**src/rtl/gat_load_ctrl_wrapper.sv**
```systemverilog
// GAT load controller wrapper.
// Merges the PS-side byte-addressed load ports into one registered core write bus.
// Sequences start/ready for each layer and pipelines feature readback from the core BRAM.
module gat_load_ctrl_wrapper #(
    parameter int TOP_WIDTH   = 32,
    parameter int NUM_CH      = 3,
    parameter int CH_ADDR_W   = 18,
    parameter int CH_DATA_W   = 20,
    parameter int FEAT_ADDR_W = 16,
    parameter int FEAT_WIDTH  = 32,
    parameter int CNT_W       = 20
) (
    input  logic                            clk,
    input  logic                            rst,
    input  logic                            gat_layer,
    input  logic [TOP_WIDTH-1:0]            load_din,
    input  logic [NUM_CH-1:0]               load_ena,
    input  logic [NUM_CH-1:0]               load_wea,
    input  logic [NUM_CH*(CH_ADDR_W+2)-1:0] load_addra,
    input  logic [NUM_CH-1:0]               load_done,
    output logic [NUM_CH-1:0]               core_we,
    output logic [CH_ADDR_W-1:0]            core_addr,
    output logic [CH_DATA_W-1:0]            core_din,
    output logic                            core_layer,
    output logic                            core_start,
    input  logic                            core_ready,
    output logic                            gat_ready,
    output logic [TOP_WIDTH-1:0]            gat_debug_1,
    output logic [TOP_WIDTH-1:0]            gat_debug_2,
    input  logic [FEAT_ADDR_W+1:0]          feat_bram_addrb,
    output logic [FEAT_ADDR_W-1:0]          core_feat_addr,
    input  logic [FEAT_WIDTH-1:0]           core_feat_dout,
    output logic [FEAT_WIDTH-1:0]           feat_bram_dout
);

    localparam int BA_W = CH_ADDR_W + 2;

    typedef enum logic [2:0] {
        S_IDLE  = 3'd0,
        S_LOAD  = 3'd1,
        S_START = 3'd2,
        S_RUN   = 3'd3,
        S_DONE  = 3'd4
    } state_t;

    state_t                 state_q, state_d;
    logic [NUM_CH-1:0]      core_we_q, core_we_d;
    logic [CH_ADDR_W-1:0]   core_addr_q, core_addr_d;
    logic [CH_DATA_W-1:0]   core_din_q, core_din_d;
    logic                   core_layer_q, core_layer_d;
    logic                   core_start_q, core_start_d;
    logic                   gat_ready_q, gat_ready_d;
    logic [NUM_CH-1:0]      done_mask_q, done_mask_d;
    logic [2:0]             err_q, err_d;
    // Per-channel tallies are not observable on any port, so only the total is kept.
    logic [CNT_W-1:0]       total_q, total_d;
    logic [FEAT_ADDR_W-1:0] core_feat_addr_q, core_feat_addr_d;
    logic [FEAT_WIDTH-1:0]  feat_bram_dout_q, feat_bram_dout_d;

    logic [NUM_CH-1:0] req;
    logic [NUM_CH-1:0] valid;
    logic [NUM_CH-1:0] win_oh;
    logic [BA_W-1:0]   win_addr;
    logic              win_found;
    logic              wr_open;
    logic              accept;
    logic              collision;
    logic              misalign;
    logic              blocked;
    logic              clear_cnt;
    logic [CNT_W-1:0]  cnt_base;

    // Byte-lane and payload bits the core never sees.
    logic unused_bits;
    assign unused_bits = ^{feat_bram_addrb[1:0], load_din[TOP_WIDTH-1:CH_DATA_W]};

    // Write arbitration: lowest valid channel wins, misaligned winner is dropped.
    always_comb begin
        req       = load_ena & load_wea;
        wr_open   = (state_q == S_IDLE) || (state_q == S_LOAD) || (state_q == S_DONE);
        valid     = wr_open ? req : '0;
        win_found = 1'b0;
        win_oh    = '0;
        win_addr  = '0;
        for (int i = 0; i < NUM_CH; i++) begin
            if (valid[i] && !win_found) begin
                win_found = 1'b1;
                win_oh[i] = 1'b1;
                win_addr  = load_addra[i*BA_W +: BA_W];
            end
        end
        misalign  = win_found && (win_addr[1:0] != 2'b00);
        accept    = win_found && (win_addr[1:0] == 2'b00);
        collision = win_found && ((valid & ~win_oh) != '0);
        blocked   = !wr_open && (req != '0);
    end

    // Next-state, status and output-register computation.
    always_comb begin
        state_d          = state_q;
        core_we_d        = accept ? win_oh : '0;
        core_addr_d      = accept ? win_addr[BA_W-1:2] : core_addr_q;
        core_din_d       = accept ? load_din[CH_DATA_W-1:0] : core_din_q;
        err_d            = err_q | {blocked, misalign, collision};
        done_mask_d      = done_mask_q;
        clear_cnt        = 1'b0;
        core_feat_addr_d = feat_bram_addrb[FEAT_ADDR_W+1:2];
        feat_bram_dout_d = core_feat_dout;

        case (state_q)
            S_IDLE: begin
                done_mask_d = done_mask_q | load_done;
                if (accept || (load_done != '0)) state_d = S_LOAD;
            end
            S_LOAD: begin
                done_mask_d = done_mask_q | load_done;
                if ((&done_mask_q) && (core_we_q == '0)) state_d = S_START;
            end
            S_START: state_d = S_RUN;
            S_RUN: begin
                if (core_ready) state_d = S_DONE;
            end
            S_DONE: begin
                // Any new write request opens the next load phase from a clean slate.
                if (req != '0) begin
                    state_d     = S_LOAD;
                    done_mask_d = '0;
                    clear_cnt   = 1'b1;
                end
            end
            default: state_d = S_IDLE;
        endcase

        cnt_base     = clear_cnt ? '0 : total_q;
        total_d      = (accept && (cnt_base != '1)) ? cnt_base + CNT_W'(1) : cnt_base;
        core_start_d = (state_d == S_START);
        gat_ready_d  = (state_d == S_DONE);
        core_layer_d = (state_d == S_START) ? gat_layer : core_layer_q;
    end

    // All registers, synchronous active-high reset.
    always_ff @(posedge clk) begin
        if (rst) begin
            state_q          <= S_IDLE;
            core_we_q        <= '0;
            core_addr_q      <= '0;
            core_din_q       <= '0;
            core_layer_q     <= 1'b0;
            core_start_q     <= 1'b0;
            gat_ready_q      <= 1'b0;
            done_mask_q      <= '0;
            err_q            <= '0;
            total_q          <= '0;
            core_feat_addr_q <= '0;
            feat_bram_dout_q <= '0;
        end else begin
            state_q          <= state_d;
            core_we_q        <= core_we_d;
            core_addr_q      <= core_addr_d;
            core_din_q       <= core_din_d;
            core_layer_q     <= core_layer_d;
            core_start_q     <= core_start_d;
            gat_ready_q      <= gat_ready_d;
            done_mask_q      <= done_mask_d;
            err_q            <= err_d;
            total_q          <= total_d;
            core_feat_addr_q <= core_feat_addr_d;
            feat_bram_dout_q <= feat_bram_dout_d;
        end
    end

    assign core_we        = core_we_q;
    assign core_addr      = core_addr_q;
    assign core_din       = core_din_q;
    assign core_layer     = core_layer_q;
    assign core_start     = core_start_q;
    assign gat_ready      = gat_ready_q;
    assign core_feat_addr = core_feat_addr_q;
    assign feat_bram_dout = feat_bram_dout_q;
    assign gat_debug_1    = {state_q, err_q, done_mask_q, {(TOP_WIDTH-6-NUM_CH){1'b0}}};
    assign gat_debug_2    = {{(TOP_WIDTH-CNT_W){1'b0}}, total_q};

endmodule

```
**config.mk**
```make
export PLATFORM = sky130hd
export DESIGN_NAME = gat_load_ctrl_wrapper
export DESIGN_NICKNAME = d
export VERILOG_FILES = /design/src/rtl/gat_load_ctrl_wrapper.sv
export SDC_FILE = /design/constraint.sdc
export NUM_CORES = 1
export LEC_CHECK = 0
export ABC_CLOCK_PERIOD_IN_PS = 3400
export CAP_MARGIN = 20
export CORE_MARGIN = 2
export CORE_UTILIZATION = 34
export CTS_BUF_LIST = sky130_fd_sc_hd__clkbuf_4
export CTS_CLUSTER_SIZE = 14
export DETAILED_ROUTE_END_ITERATION = 8
export PLACE_DENSITY_LB_ADDON = 0.05
export SETUP_SLACK_MARGIN = 0.15
export SYNTH_ARGS = -nofsm -noshare
export SYNTH_HDL_FRONTEND = slang
export SYNTH_SLANG_ARGS = --single-unit
```
**constraint.sdc**
```tcl
create_clock -name clk -period 3.4 [get_ports clk]
set_input_delay 1.02 -clock clk [delete_from_list [all_inputs] [get_ports clk]]
set_output_delay 1.02 -clock clk [all_outputs]
set_load 0.005 [all_outputs]
```
==> out/metrics.yaml, run 1 <==
start_util_pct: 35.2
ant_nets: 0
ir_worst_vdd_mv: 0.301
power.total_uw: 3110
reg2reg_depth: 11
critPathMaxFanout: 4
die_y_um: 124
cts_buffer_depth: 2
syn-cell-area_sq_mm: 0.00492
worstPathArrival_ns: 3.58
cp.required_ns: 3.82
layout-drive-gt1-share_pct: 10.5
final_cell_mix: "254 x clkdlybuf4s50_1, 121 x dfxtp_1, 56 x nand2_1"
worstSetupPathType: "in -> reg"
timing.final.ws_setup_ns: 0.234
grt_pass1_wl_um: 26100
dieWidth_um: 124
synth_warnings: 0
dp_hpwl_um: 12400
status: "complete, no violations"
wire_per_inst_um: 16.1
synth_cells: 550
cap_viol_max_count: 0
placementRows: 43
syn_area_per_cell_sq_um: 8.94
period_minus_slack_ns: 3.17
yosysUniqueCellTypes: 50
fmax_ghz: 0.316
die-area_sq_mm: 0.0154
met2_length_um: 8510
numCtsBuffers: 17
holdCritPathClass: "reg -> reg"
power_density_mw_per_mm2: 381
p_leak_uw: 0.00306
drt-total-wl_um: 16500
min_delay_path_depth: 2
grt_start_max_net_pins: 53
gp_congestion: 0.826
fillCellCount: 1237
cp-end-kind: "register"
dr.pass1.iters: 5
grtUsageTotal_pct: 21.3
path_depth: 12
path_delay_family: "compound AO/OA/AOI/OAI gates"
maxSlewViolCount: 0
clk_pin_slew_worst_paths_ns: 0.11
area_growth_pct: 66.1
max-slew-margin-rel_pct: 34.1
critPathBufInv: 3
ys_ff_latch: 121
fin_nets: 991
ys_seq_area_share_pct: 49.3
grt_pass1_vias: 4890
cts_root_buffer: "clkbuf_4"
hold_viol: 0
globalRouteOverflowTotal: 0
worstPathCellList: "dlygate4sd2_1 -> a222oi_1 -> buf_4 -> or2_4 -> and2_4 -> ha_4 -> nand2_2 -> or3_4 -> a2111o_1 -> buf_6 -> o311ai_4 -> o41ai_2"
period_share_pct: 93.1
finalSetupViolCount: 0
wl_met3_um: 1440
cts_hold_buf: 0
ios: 311
cts.sinks: 121
coreArea_sq_mm: 0.0140
post-place-ws_ns: -0.560
cts_tree: "yes"
worstMarginPinSlew_ns: 0.979
vias: 5046
drt_iter0_markers: 198
h-tree-depth: 4
fin_skew_ns: 0.0204
cpMaxStageDelayCell: "a222oi_1"
top_layer: "met4"
cp-start-kind: "input port"
drc_errors: 0
rsz0062_at_grt: "no"
wl_met1_um: 6210
clk_latency_ns: 0.55
cpPeakStageDelay_ns: 0.38
layout_commonest_cell: "clkdlybuf4s50_1"
antenna_found_initial: 1
port_buffers: 261
vias_per_cell: 4.90
cells by family (layout without fill, tap and decap cells):
group           after synthesis  count (layout)  synth area share, %
mux                           2               2                0.407
buf+inv                      76             340                 8.78
other cells                   1              36               0.0763
flops                       121             121                 49.3
compound gates              123             123                 17.6
fa+ha+maj                     1               1                0.254
simple gates                226             226                 23.6
final cells by class:
| class | instances | area [sq um] | area share, % |
|---|---|---|---|
| Timing Repair Buffer | 301 | 2930 | 35.8 |
| Sequential cell | 121 | 2420 | 29.7 |
| Multi-Input combinational cell | 387 | 2270 | 27.8 |
| Tap cell | 180 | 225 | 2.76 |
| Clock inverter | 13 | 154 | 1.88 |
| Clock buffer | 19 | 143 | 1.75 |
| Inverter | 7 | 26.3 | 0.322 |
| Antenna cell | 1 | 2.50 | 0.0306 |
routing by layer:
metal  vias up  track usage [%]
li1       2464                -
met1      2334             23.1
met2       223             37.5
met3        25             8.16
met4         0             8.33
met5         -                0
sequential cells by signal, summed over array words and instances (netlist names):
signal and count:
core_start 1, core_din 20, state_q 3, core_layer 1, err_q 3, done_mask_q 3
feat_bram_dout 32, gat_ready 1, core_we 3, core_addr 18, total_q 20, core_feat_addr 16
synthesized netlist by cell type, drive strengths merged:
master | n | area, sq um
a41o | 1 | 10.0
and3 | 4 | 25.0
a221oi | 20 | 193
o2111ai | 1 | 8.76
nand2 | 57 | 214
o41ai | 1 | 8.76
o31ai | 5 | 37.5
o311ai | 1 | 8.76
conb | 1 | 3.75
a221o | 1 | 10.0
dfxtp | 121 | 2420
nand4 | 5 | 31.3
or3 | 9 | 56.3
a2111o | 1 | 11.3
a31o | 3 | 26.3
a211o | 1 | 8.76
ha | 1 | 12.5
a21o | 1 | 7.51
nor2b | 50 | 313
nor2 | 38 | 143
clkbuf | 25 | 93.8
a21oi | 48 | 244
nor4 | 3 | 18.8
a22oi | 1 | 7.51
nand4bb | 2 | 22.5
a222oi | 1 | 10.0
a22o | 19 | 166
a211oi | 1 | 7.51
or3b | 1 | 8.76
nand3 | 9 | 45.0
nand4b | 3 | 26.3
buf | 44 | 312
o211ai | 4 | 30.0
mux2i | 2 | 20.0
or4 | 9 | 67.6
nand2b | 1 | 6.26
o21ai | 13 | 68.8
and2 | 4 | 25.0
nor3 | 27 | 135
inv | 7 | 26.3
or2 | 4 | 25.0
worst register-to-register path, stage by stage (launching register included):
cell     delay (ns)
dfxtp_1        0.51
or3b_1         0.43
or2_4          0.28
and2_4         0.17
ha_4           0.15
buf_4          0.14
nand3_1        0.09
or2_2          0.12
o21ai_1        0.06
buf_4          0.16
or4_1          0.46
a21oi_1        0.16
stage by stage:
| step | util (%) | instances | hold slack [ns] | setup TNS, ns | cell area [sq um] |
|---|---|---|---|---|---|
| floorplan | - | 584 | 0.453 | 0 | 5070 |
| global placement | 55.7 | 989 | 0.443 | -7.61 | 7800 |
| detailed placement | 55.7 | 989 | 0.448 | -8.41 | 7800 |
| CTS | 58.2 | 1025 | 0.463 | 0 | 8140 |
| global route | 58.4 | 1029 | 0.483 | 0 | 8170 |
| finish | 58.4 | 1029 | 0.459 | 0 | 8170 |
final timing paths:
path                            slack [ns]                 startpoint                         to
worst max-delay path                  0.23                load_wea[0]     total_q[12]$_SDFF_PP0_
worst min-delay path                  0.46  core_din[14]$_SDFFE_PP0P_  core_din[14]$_SDFFE_PP0P_
worst min register to register        0.46  core_din[14]$_SDFFE_PP0P_  core_din[14]$_SDFFE_PP0P_
worst max register to register        0.61      state_q[2]$_SDFF_PP0_     total_q[11]$_SDFF_PP0_
where the power goes:
group | internal (uW) | switching (uW) | leakage, uW | total [uW]
logic | 329 | 192 | 0.00191 | 521
clock network | 520 | 557 | 0.000159 | 1080
registers | 1480 | 29.1 | 0.000994 | 1510
total | 2330 | 779 | 0.00306 | 3110
repair_timing:
item / 4_1_cts / 5_1_grt
pin swaps: 7 / 7
endpoints found under the setup margin: 12 / 2
cloned: 0 / 0
gates resized for setup: 10 / 6
buffers inserted: 4 / 3
Note: power is estimated with default switching activity, not from simulation.
==> run 2, diff against run 1 <==
--- a/config.mk
+++ b/config.mk
@@ -5,8 +5,7 @@
 export SDC_FILE = /design/constraint.sdc
 export NUM_CORES = 1
 export LEC_CHECK = 0
-export ABC_CLOCK_PERIOD_IN_PS = 3400
-export CAP_MARGIN = 20
+export CAP_MARGIN = 0
 export CORE_MARGIN = 2
 export CORE_UTILIZATION = 34
 export CTS_BUF_LIST = sky130_fd_sc_hd__clkbuf_4
@@ -14,6 +13,7 @@
 export DETAILED_ROUTE_END_ITERATION = 8
 export PLACE_DENSITY_LB_ADDON = 0.05
 export SETUP_SLACK_MARGIN = 0.15
+export SLEW_MARGIN = 40
 export SYNTH_ARGS = -nofsm -noshare
 export SYNTH_HDL_FRONTEND = slang
 export SYNTH_SLANG_ARGS = --single-unit
==> run 2 against run 1 <==
Compared with the run above: final cell count unchanged; hold slack about the same; non-clock buffer count unchanged; maximum frequency about the same; clock skew about the same; wire length up 0.15%; global-route usage unchanged; utilization up 0.12 points; sequential power about the same; register-to-register slack about the same; sequential share of layout area down 0.059 points; sequential cell count unchanged; largest power group unchanged.
==> out/metrics.yaml, run 2 (synthesis results as in run 1) <==
cp-end-kind: "register"
max-slew-margin-rel_pct: 47.7  # +14 points
power_density_mw_per_mm2: 380  # -0.16%
cts_hold_buf: 0  # unchanged
worstPathCellList: "dlygate4sd2_1 -> a222oi_1 -> buf_4 -> or2_4 -> and2_4 -> ha_4 -> nand2_2 -> or3_4 -> a2111o_1 -> buf_6 -> o311ai_4 -> o41ai_2"
drt_iter0_markers: 208  # +5.1%
port_buffers: 261  # unchanged
placementRows: 43  # unchanged
ant_nets: 0  # unchanged
wl_met1_um: 6310  # +1.5%
cp-start-kind: "input port"
hp-start: "core_din[14]$_SDFFE_PP0P_"
worst_r2r_endpoint: "total_q[11]$_SDFF_PP0_"
grt_start_max_net_pins: 53  # unchanged
vias_per_cell: 4.91  # +0.16%
fin_skew_ns: 0.0200  # -0.000359 ns
antenna_found_initial: 1  # unchanged
cts.sinks: 121  # unchanged
p_seq_share_pct: 48.6  # about the same
period_minus_slack_ns: 3.16  # -0.00222 ns
worstMarginPinSlew_ns: 0.784  # -0.195 ns
wire_per_inst_um: 16.1  # +0.15%
drc_errors: 0  # unchanged
p_sw_uw: 779  # about the same
vias: 5054  # +0.16%
numCtsBuffers: 17  # unchanged
clk_pin_slew_worst_paths_ns: 0.11  # about the same
gp_congestion: 0.826  # unchanged
cap_viol_max_count: 0  # unchanged
cp.required_ns: 3.83  # about the same
hold_viol: 0  # unchanged
worstSetupStartpoint: "load_wea[0]"
cts_buffer_depth: 2  # unchanged
layout-drive-gt1-share_pct: 10.4  # -0.12 points
h-tree-depth: 4  # unchanged
p_comb_share_pct: 16.8  # about the same
die_y_um: 124  # unchanged
area_growth_pct: 66.4
start_util_pct: 35.2  # unchanged
reg2reg_from: "state_q[2]$_SDFF_PP0_"
grt_pass1_wl_um: 26100  # unchanged
reg2reg_setup_slack_ns: 0.61  # about the same
reg2reg_depth: 11  # unchanged
p_clk_share_pct: 34.7  # about the same
drt-total-wl_um: 16500  # +0.15%
layout_commonest_cell: "clkdlybuf4s50_1"
wl_met3_um: 1340  # -7.3%
critPathMaxFanout: 4  # unchanged
dp_hpwl_um: 12400  # unchanged
place_inst: 989  # unchanged
maxSlewViolCount: 0  # unchanged
finalSetupViolCount: 0  # unchanged
final_area_sq_mm: 0.00818  # +0.20%
clk_latency_ns: 0.55  # about the same
cpPeakStageDelay_ns: 0.39  # about the same
placed_cell_area_sq_mm: 0.00780  # unchanged
fmax_ghz: 0.316  # about the same
top_layer: "met4"
globalRouteOverflowTotal: 0  # unchanged
swShare_pct: 25.1  # about the same
dieWidth_um: 124  # unchanged
largest_reg_flops: 32  # unchanged
ir_worst_vdd_mv: 0.301  # about the same
cts_root_buffer: "clkbuf_4"
worstSetupPathType: "in -> reg"
final_cell_mix: "254 x clkdlybuf4s50_1, 121 x dfxtp_1, 56 x nand2_1"
grt_pass1_vias: 4890  # unchanged
crit_end: "total_q[12]$_SDFF_PP0_"
p_leak_uw: 0.00306  # about the same
p_int_uw: 2330  # about the same
rsz0062_at_grt: "no"
grtUsageTotal_pct: 21.3  # unchanged
fin_nets: 991  # unchanged
cpMaxStageDelayCell: "a222oi_1"
cts_tree: "yes"
die-area_sq_mm: 0.0154  # unchanged
period_share_pct: 93.1  # about the same
holdCritPathClass: "reg -> reg"
status: "complete, no violations"
met2_length_um: 8560  # +0.69%
instances_no_fill: 1029  # unchanged
worstPathArrival_ns: 3.59  # about the same
coreArea_sq_mm: 0.0140  # unchanged
ios: 311  # unchanged
dr.pass1.iters: 6  # +1
==> run 2: worst max-delay path, delay by kind of cell <==
kind                     cells  cell delay, ns
AO/OA/AOI/OAI                4            1.16
adder cells (fa/ha/maj)      1            0.13
buffers and inverters        3            0.56
AND/OR/NAND/NOR              4            0.71
==> run 2: how the worst min path moves through the flow <==
stage                                endpoint  slack [ns]  cells past startpoint
floorplan            core_din[0]$_SDFFE_PP0P_        0.45                      2
global placement    core_din[13]$_SDFFE_PP0P_        0.44                      2
detailed placement  core_din[14]$_SDFFE_PP0P_        0.45                      2
CTS                  core_din[3]$_SDFFE_PP0P_        0.46                      2
global route        core_din[14]$_SDFFE_PP0P_        0.48                      2
finish              core_din[14]$_SDFFE_PP0P_        0.46                      2
==> run 2: repair_timing <==
| action | CTS | global route |
|---|---|---|
| pin swaps | 7 | 8 |
| resized for setup | 10 | 4 |
| setup endpoints to repair | 12 | 2 |
| setup buffers | 4 | 3 |
==> run 2: cell type report <==
| class | instances | area, sq um |
|---|---|---|
| Timing Repair Buffer | 301 | 2940 |
| Antenna cell | 1 | 2.50 |
| Clock inverter | 13 | 154 |
| Sequential cell | 121 | 2420 |
| Multi-Input combinational cell | 387 | 2270 |
| Fill cell | 1233 | 5810 |
| Clock buffer | 19 | 143 |
| Inverter | 7 | 26.3 |
| Tap cell | 180 | 225 |
==> run 2: through the flow <==
| step | power (uW) | setup WS [ns] | hold WS, ns | util [%] | TNS [ns] |
|---|---|---|---|---|---|
| after floorplan | 1740 | 0.0268 | 0.453 | - | 0 |
| after global placement | 2060 | -0.522 | 0.443 | 55.7 | -7.61 |
| after detailed placement | 2060 | -0.560 | 0.448 | 55.7 | -8.41 |
| after CTS | 3140 | 0.169 | 0.463 | 58.2 | 0 |
| after global routing | 3260 | 0.147 | 0.483 | 58.5 | 0 |
| final | 3110 | 0.236 | 0.459 | 58.5 | 0 |
==> run 2: power by group through the flow <==
stage | logic [uW] | registers (uW) | clock network [uW]
floorplan | 191 | 1540 | 0
global placement | 517 | 1540 | 0
detailed placement | 522 | 1540 | 0
CTS | 524 | 1510 | 1110
global route | 565 | 1520 | 1180
finish | 522 | 1510 | 1080
==> run 2: per-layer routing <==
layer,vias to the layer above,GRT usage [%]
met5,-,0
met4,0,8.33
met3,23,8.16
met2,213,37.5
met1,2356,23.1
li1,2462,-
==> run 3, diff against run 2 <==
--- a/config.mk
+++ b/config.mk
@@ -5,7 +5,6 @@
 export SDC_FILE = /design/constraint.sdc
 export NUM_CORES = 1
 export LEC_CHECK = 0
-export CAP_MARGIN = 0
 export CORE_MARGIN = 2
 export CORE_UTILIZATION = 34
 export CTS_BUF_LIST = sky130_fd_sc_hd__clkbuf_4
==> results of run 3 <==
Same layout as run 2: the final DEF is identical, and so are final timing and power.
